**src/rtl/writeback_regfile.sv**
```systemverilog
// -----------------------------------------------------------------------------
// writeback_regfile
//
// Write-back stage of the 5-stage pipeline together with the 32x32
// architectural register file.
//
// The stage decodes the 104-bit MEM_WB bus and picks the write-back value from
// the ALU result, the load data or PC+4. It commits that value into the
// register file and serves the two ID-stage read ports. Each read port has a
// same-cycle write-through bypass. The stage also exports the WB forwarding
// triple and keeps a count of committed register writes.
//
// Ports
//   clk              in   1      clock, all state updates on rising edge
//   rst_n            in   1      asynchronous reset, active low
//   MEM_WB           in   104    [31:0] ALUResult, [63:32] ReadData,
//                                [68:64] WriteRegister, [69] RegWrite,
//                                [71:70] MemtoReg, [103:72] PC_plus4
//   rd_addr1         in   5      ID read port 1 address (rs)
//   rd_addr2         in   5      ID read port 2 address (rt)
//   rd_data1         out  32     read port 1 data, combinational
//   rd_data2         out  32     read port 2 data, combinational
//   WB_RegWrite      out  1      effective write enable (RegWrite && rd != 0)
//   WB_WriteRegister out  5      destination register from MEM_WB
//   WB_WriteData     out  32     selected write-back value
//   wb_retire_cnt    out  CNT_W  committed register writes since reset
//
// There is no handshake on this stage. MEM_WB is taken to be valid on every
// cycle, and a bubble is encoded as RegWrite=0. The read ports are plain
// combinational lookups with no valid/ready.
// -----------------------------------------------------------------------------
module writeback_regfile #(
    parameter logic [31:0] SP_INIT = 32'h0000_03FC,
    parameter int          CNT_W   = 32
) (
    input  logic              clk,
    input  logic              rst_n,
    input  logic [103:0]      MEM_WB,
    input  logic [4:0]        rd_addr1,
    input  logic [4:0]        rd_addr2,
    output logic [31:0]       rd_data1,
    output logic [31:0]       rd_data2,
    output logic              WB_RegWrite,
    output logic [4:0]        WB_WriteRegister,
    output logic [31:0]       WB_WriteData,
    output logic [CNT_W-1:0]  wb_retire_cnt
);

    // MEM_WB field extraction
    logic [31:0] w_alu_result;
    logic [31:0] w_read_data;
    logic [4:0]  w_write_reg;
    logic        w_reg_write;
    logic [1:0]  w_mem_to_reg;
    logic [31:0] w_pc_plus4;

    assign w_alu_result = MEM_WB[31:0];
    assign w_read_data  = MEM_WB[63:32];
    assign w_write_reg  = MEM_WB[68:64];
    assign w_reg_write  = MEM_WB[69];
    assign w_mem_to_reg = MEM_WB[71:70];
    assign w_pc_plus4   = MEM_WB[103:72];

    // Write-back value select. The reserved encoding 11 falls back to the
    // ALU result, so every MemtoReg value maps to a defined source.
    logic [31:0] w_wb_data;

    always_comb begin
        w_wb_data = w_alu_result;
        case (w_mem_to_reg)
            2'b01:   w_wb_data = w_read_data;
            2'b10:   w_wb_data = w_pc_plus4;
            default: w_wb_data = w_alu_result;
        endcase
    end

    // A write that targets $0 is squashed here. As a result it neither
    // commits, bypasses nor counts as a retired write.
    logic w_wb_we;
    assign w_wb_we = w_reg_write && (w_write_reg != 5'd0);

    assign WB_RegWrite      = w_wb_we;
    assign WB_WriteRegister = w_write_reg;
    assign WB_WriteData     = w_wb_data;

    // Register storage and retire counter
    logic [31:0]      r_regs [32];
    logic [CNT_W-1:0] r_retire_cnt;

    always_ff @(posedge clk or negedge rst_n) begin
        if (!rst_n) begin
            for (int i = 0; i < 32; i++) begin
                r_regs[i] <= (i == 29) ? SP_INIT : 32'd0;
            end
            r_retire_cnt <= '0;
        end else begin
            if (w_wb_we) begin
                r_regs[w_write_reg] <= w_wb_data;
                // Wraps silently at the top of its range.
                r_retire_cnt        <= r_retire_cnt + CNT_W'(1);
            end
        end
    end

    assign wb_retire_cnt = r_retire_cnt;

    // Asynchronous read ports with write-through bypass. Address 0 always
    // reads zero, whatever sits in storage or on the bypass path. Each port
    // resolves independently, so both may hit the bypass in the same cycle.
    always_comb begin
        rd_data1 = r_regs[rd_addr1];
        if (rd_addr1 == 5'd0) begin
            rd_data1 = 32'd0;
        end else if (w_wb_we && (rd_addr1 == w_write_reg)) begin
            rd_data1 = w_wb_data;
        end
    end

    always_comb begin
        rd_data2 = r_regs[rd_addr2];
        if (rd_addr2 == 5'd0) begin
            rd_data2 = 32'd0;
        end else if (w_wb_we && (rd_addr2 == w_write_reg)) begin
            rd_data2 = w_wb_data;
        end
    end

endmodule
```
**config.mk**
```make
export PLATFORM = sky130hd
export DESIGN_NAME = writeback_regfile
export DESIGN_NICKNAME = d
export VERILOG_FILES = /design/src/rtl/writeback_regfile.sv
export SDC_FILE = /design/constraint.sdc
export NUM_CORES = 2
export LEC_CHECK = 0
export CAP_MARGIN = 10
export CORE_MARGIN = 2
export CORE_UTILIZATION = 55
export CTS_CLUSTER_DIAMETER = 40
export CTS_CLUSTER_SIZE = 12
export DETAILED_ROUTE_END_ITERATION = 10
export PLACE_DENSITY_LB_ADDON = 0.05
export SLEW_MARGIN = 25
export SYNTH_ARGS = -nofsm -noshare
export SYNTH_HDL_FRONTEND = slang
export SYNTH_SLANG_ARGS = --single-unit
```
**constraint.sdc**
```tcl
create_clock -name clk -period 3.5 [get_ports clk]
set_input_delay 0.7 -clock clk [delete_from_list [all_inputs] [get_ports clk]]
set_output_delay 0.7 -clock clk [all_outputs]
set_load 0.05 [all_outputs]
```
Word-level counts from Yosys, hierarchy flattened
Index checks and enable logic that the tools add are counted.
{"block": "totals", "romBits": 0, "memories": 0, "regBits": 1056, "latchBits": 0, "in_bits": 116, "ramBits": 0, "out_inout_bits": 134}
{"block": "classes", "n_shift": 0, "bitwise": 3, "n_mul": 0, "eq_ne": 4, "addsub": 1, "order_cmp": 4, "n_div": 0, "n_mux": 14, "n_reduce_logical": 7}
{"cell": "1024-bit bitwise mux", "count": 1}
{"cell": "32-bit binary-select mux with 5-bit select", "count": 2}
{"cell": "32-bit two-way mux", "count": 9}
{"cell": "32-bit demux with 5-bit select", "count": 1}
{"cell": "32-bit case mux with 2 select lines", "count": 1}
{"cell": "32-bit by 1-bit adder with 32-bit output (second input constant)", "count": 1}
{"cell": "6-bit >= comparator (second input constant)", "count": 3}
{"cell": "5-bit inverter with 6-bit output", "count": 3}
{"cell": "5-bit == test", "count": 2}
{"cell": "5-bit zero test", "count": 2}
{"cell": "6-bit by 1-bit less-than comparator with 1-bit output (second input constant)", "count": 1}
{"cell": "5-bit nonzero test", "count": 1}
{"cell": "1-bit logical AND", "count": 4}
{"cell": "2-bit by 1-bit == test with 1-bit output (second input constant)", "count": 1}
{"cell": "2-bit == test (second input constant)", "count": 1}

Longest topological paths before layout
{"block": "depth", "ltp_word": 6, "ltp_mapped": 10, "mapped_depth_nobuf": 7}

Least setup slack after synthesis
Ideal clock, no wire load.
{"block": "synth_path", "kind": "input port to output port", "start": "input port MEM_WB[65]", "end": "output port rd_data1[29]", "arrival_time_ns": 3.298, "n_path_buf": 2, "setup_slack_ns": -0.498, "required_time_ns": 2.800, "stages": 7, "cell_sequence": "buf_2 or2_2 o21ai_4 inv_2 and3_1 buf_2 a221oi_1"}
{"block": "synth_between", "elab_chain_len": 5, "word_cells_on_any_way": 6}
{"item": "start, declared", "line": "38", "text": "input logic [103:0] MEM_WB,"}
{"item": "5-bit nonzero test", "line": "80", "text": "assign w_wb_we = w_reg_write && (w_write_reg != 5'd0);"}
{"item": "1-bit logical AND", "line": "80"}
{"item": "via WB_RegWrite", "line": "43", "text": "output logic WB_RegWrite,"}
{"item": "1-bit logical AND", "line": "114", "text": "end else if (w_wb_we && (rd_addr1 == w_write_reg)) begin"}
{"item": "32-bit two-way mux", "line": "114"}
{"item": "32-bit two-way mux", "line": "112", "text": "if (rd_addr1 == 5'd0) begin"}
{"item": "end, declared", "line": "41", "text": "output logic [31:0] rd_data1,"}
The timed path passes the listed nets, and every way through them passes these cells.

Final worst setup path
{"block": "layout_path", "start": "register r_regs[137] in the netlist's numbering", "end": "output port rd_data1[9]"}
{"block": "layout_between", "elab_chain_len": 5}
{"item": "start, declared", "line": "87", "text": "logic [31:0] r_regs [32];"}
{"item": "start signal, assigned by index", "line": "93", "text": "r_regs[i] <= (i == 29) ? SP_INIT : 32'd0;"}
{"item": "start signal, assigned by index", "line": "98", "text": "r_regs[w_write_reg] <= w_wb_data;"}
{"item": "32-bit binary-select mux with 5-bit select", "line": "111", "text": "rd_data1 = r_regs[rd_addr1];"}
{"item": "32-bit two-way mux (not written as such) (2 in series)", "line": "111"}
{"item": "32-bit two-way mux", "line": "114"}
{"item": "32-bit two-way mux", "line": "112"}
No other way between the ends. The select of a mux whose other input is x is not followed.

==> impl_metrics.csv <==
group,metric,value,unit
status,status,"finished with violations",
status,violations,"setup timing",
worst_setup_path,cpMaxStageDelayCell,"mux4_2",
finish,final.fill_count,7260,
route,drt_first_pass_iters,5,
clock_tree,htreeDepth,4,
grt,grtUsageTotal,0.406,
clock_tree,cts_tree,"yes",
worst_setup_path,crit_path_frequent_cell,"mux4_2",
worst_setup_path,endpoint_kind,"output pin",
route,route.vias.total,45700,
route,final_antenna_net_count,0,
timing,finClkSkew,0.0120,ns
clock_tree,worst_skew_pair.late_latency,0.76,ns
timing,rsz0062_at_grt,"yes",
logic_synthesis,ys_seq_area_frac,0.473,
finish,multi_input_area,27700,sq um
timing,setup_violations,7,
route,drtIter0Drc,5371,
placement,portBuffers,249,
placement,gp_congestion,0.917,
worst_setup_path,crit_fanout,2,
floorplanning,die_w,323,microns
hold_path,min-delay-start,"r_regs[1019]$_DFFE_PN0P_",
pwr,p_leak,31.5,nW
timing,relSlewSlack,0.508,
logic_synthesis,synth.ff_latch_count,1056,
finish,nets,5600,
worst_setup_path,crit_required,2.80,ns
route,wire_per_inst,30.1,microns
finish,layout-drive-gt1-share,0.295,
timing,hold_viol,0,
timing,fin_crit_sh,1.02,
finish,area_growth,27.6,%
route,drc,0,
floorplanning,rows,116,
hold_path,holdCritPathClass,"reg2reg",
floorplanning,core_region_area,100000,sq um
route,viasPerCell,6.56,
pwr,vdd_drop_max,517,uV
worst_setup_path,path_cells,"mux4_2, mux4_2, and3_4, a211o_1, buf_12",
worst_setup_path,max_stage_delay,0.55,ns
floorplanning,die-height,323,microns
timing,maxSlewViolCount,0,
logic_synthesis,synth_edf_count,0,
clock_tree,cts_buffer_depth,3,
logic_synthesis,synth_ff_type,"dfrtp_1",
pwr,power.density,576,nW/um^2
floorplanning,dieArea,104000,sq um
clock_tree,numClockSinks,1056,
placement,post-place-ws,-0.520,ns
grt,antenna_found_initial,0,
logic_synthesis,yosysUniqueCellTypes,77,
grt,grt_pass1_wl,306000,microns
timing,fin_ws,-0.0612,ns
worst_setup_path,startpoint,"r_regs[137]$_DFFE_PN0P_",
floorplanning,start_util,0.556,
clock_tree,numCtsBuffers,149,
timing,fmax,281,MHz
route,wirelength,210000,microns
grt,grt_pass1_vias,45400,
timing,worstMarginPinSlew,0.732,ns
grt,gr-total-overflow,0,
clock_tree,ctsRootBufferMaster,"clkbuf_16",
logic_synthesis,async_flop_share,1.00,
logic_synthesis,netlist_area,55900,sq um
grt,grt_max_degree,107,
logic_synthesis,netlist_instances,5032,
timing,finalSetupTns,-0.148,ns
job,cap_violations,0,
logic_synthesis,ys_warn_count,0,
floorplanning,io_pins,250,
worst_setup_path,arrival,2.86,ns
placement,hpwlAfterDp,135000,microns
logic_synthesis,synth_nets,5151,
finish,regArea,26400,sq um
clock_tree,clk_pin_slew,0.06,ns
worst_setup_path,cp-start-kind,"flip-flop",
worst_setup_path,path_class,"reg2out",
logic_synthesis,syn-mean-instance-area,11.1,sq um
timing,min_period,3.56,ns
worst_setup_path,reg2reg_from,"wb_retire_cnt[10]$_DFFE_PN0P_",
-- flip-flops by register name, indices dropped and copies added, names as in the netlist --
register / flops
wb_retire_cnt: 32
r_regs: 1024
-- Yosys cell counts, types with 9 or more instances --
library cell / n / area [sq um]
a221o_1: 15 / 150
buf_1: 11 / 41.3
nor3_1: 10 / 50.1
clkbuf_1: 381 / 1430
a221oi_1: 44 / 385
o21ai_0: 1025 / 5130
nand4_1: 16 / 100
mux2i_1: 215 / 2150
buf_6: 30 / 338
nor2_1: 35 / 131
o22ai_1: 28 / 175
dfrtp_1: 1048 / 26200
mux2_2: 11 / 124
buf_4: 23 / 173
o21a_1: 31 / 233
buf_12: 14 / 280
a211oi_1: 26 / 195
a22oi_1: 44 / 330
a21oi_1: 36 / 180
nand2_1: 1136 / 4260
o221ai_1: 18 / 158
xnor2_1: 33 / 289
nand3_1: 39 / 195
inv_1: 50 / 188
mux4_2: 485 / 10900
mux4_1: 9 / 236
buf_2: 67 / 335
-- logic make-up after synthesis --
logic type               after synthesis  synth area share
AO/OA/AOI/OAI                       1330             0.135
AND/OR/NAND/NOR                     1292            0.0921
flip-flops                          1056             0.473
multiplexers                         720             0.240
buffers and inverters                590            0.0526
XOR/XNOR                              41           0.00643
adder cells (fa/ha/maj)                3          0.000672
-- stage by stage --
step	instance area [sq um]	std cells	util	power (W)	hold WS [ns]
3_5_place_dp	64200	6618	0.639	0.0251	0.384
6_report	71300	6963	0.710	0.0410	0.394
3_3_place_gp	64200	6618	0.639	0.0248	0.377
5_1_grt	71300	6962	0.710	0.0425	0.411
4_1_cts	70700	6939	0.704	0.0408	0.397
2_1_floorplan	56100	5032	-	0.0211	0.404
-- layout make-up --
| class | count | share of cell area |
|---|---|---|
| Antenna cell | 1 | 0.0000351 |
| Clock buffer | 179 | 0.0572 |
| Clock inverter | 96 | 0.0146 |
| Inverter | 54 | 0.00293 |
| Multi-Input combinational cell | 3386 | 0.388 |
| Sequential cell | 1056 | 0.371 |
| Tap cell | 1357 | 0.0238 |
| Timing Repair Buffer | 834 | 0.142 |
-- report_power, final --
| part | internal, W | total, W | switching, W |
|---|---|---|---|
| Combinational | 0.00467 | 0.00969 | 0.00503 |
| Clock | 0.00939 | 0.0155 | 0.00609 |
| Sequential | 0.0143 | 0.0159 | 0.00162 |
-- cell usage in the layout (no fill, tap or decap), types with 13 or more instances in the layout --
| cell type | synthesis | layout |
|---|---|---|
| clkbuf_16 | 0 | 161 |
| xnor2_1 | 33 | 28 |
| nand3_1 | 39 | 30 |
| nand4_1 | 16 | 16 |
| clkinvlp_4 | 0 | 22 |
| buf_16 | 0 | 22 |
| bufinv_16 | 0 | 13 |
| a221o_1 | 15 | 15 |
| buf_4 | 23 | 403 |
| buf_12 | 14 | 215 |
| o21ai_0 | 1025 | 1023 |
| mux2i_1 | 215 | 212 |
| a221oi_1 | 44 | 33 |
| inv_6 | 0 | 24 |
| inv_1 | 50 | 42 |
| clkinv_2 | 0 | 21 |
| clkdlybuf4s50_1 | 0 | 133 |
| nand2_1 | 1136 | 1102 |
| a21oi_1 | 36 | 27 |
| o21a_1 | 31 | 26 |
| clkbuf_8 | 0 | 17 |
| o221ai_4 | 0 | 14 |
| a221oi_2 | 6 | 13 |
| a211oi_2 | 0 | 18 |
| nor2_1 | 35 | 34 |
| mux4_2 | 485 | 489 |
| buf_6 | 30 | 28 |
| o22ai_1 | 28 | 15 |
| a22oi_1 | 44 | 41 |
| nand2_4 | 0 | 31 |
| dfrtp_1 | 1048 | 1048 |
-- metal layers --
layer | vias to the layer above | global-route usage | share of wire
met5 | - | 0 | 0
met4 | 0 | 0.281 | 0.080
met3 | 714 | 0.0936 | 0.098
met2 | 2650 | 0.606 | 0.45
met1 | 23100 | 0.532 | 0.37
li1 | 19200 | - | -
-- worst max-delay path, delay by kind of cell, from the launching register on --
family	cells	cell delay, ns
simple gates	1	0.21
flops	1	0.39
mux	2	1.06
buf+inv	1	0.17
compound gates	1	0.28
-- repair_timing --
action,CTS,global route
cloned,7,10
endpoints found under the hold margin,36,0
setup endpoints to repair,64,58
gates resized for setup,148,69
hold buffers,1,0
setup buffers,40,16
pin swaps,27,19
-- path summary, 6_finish.rpt --
| kind | endpoint | slack [ns] | cells after the start |
|---|---|---|---|
| worst max-delay path | rd_data1[9] | -0.06 | 5 |
| worst min-delay path | r_regs[1019]$_DFFE_PN0P_ | 0.39 | 0 |
| worst max register to register | wb_retire_cnt[25]$_DFFE_PN0P_ | 1.36 | 5 |
| worst min register to register | r_regs[1019]$_DFFE_PN0P_ | 0.39 | 0 |
| max in group asynchronous | r_regs[77]$_DFFE_PN0P_ | 1.81 | 4 |
| min in group asynchronous | r_regs[659]$_DFFE_PN0P_ | 0.56 | 2 |
Note: power is estimated with default switching activity, not from simulation.
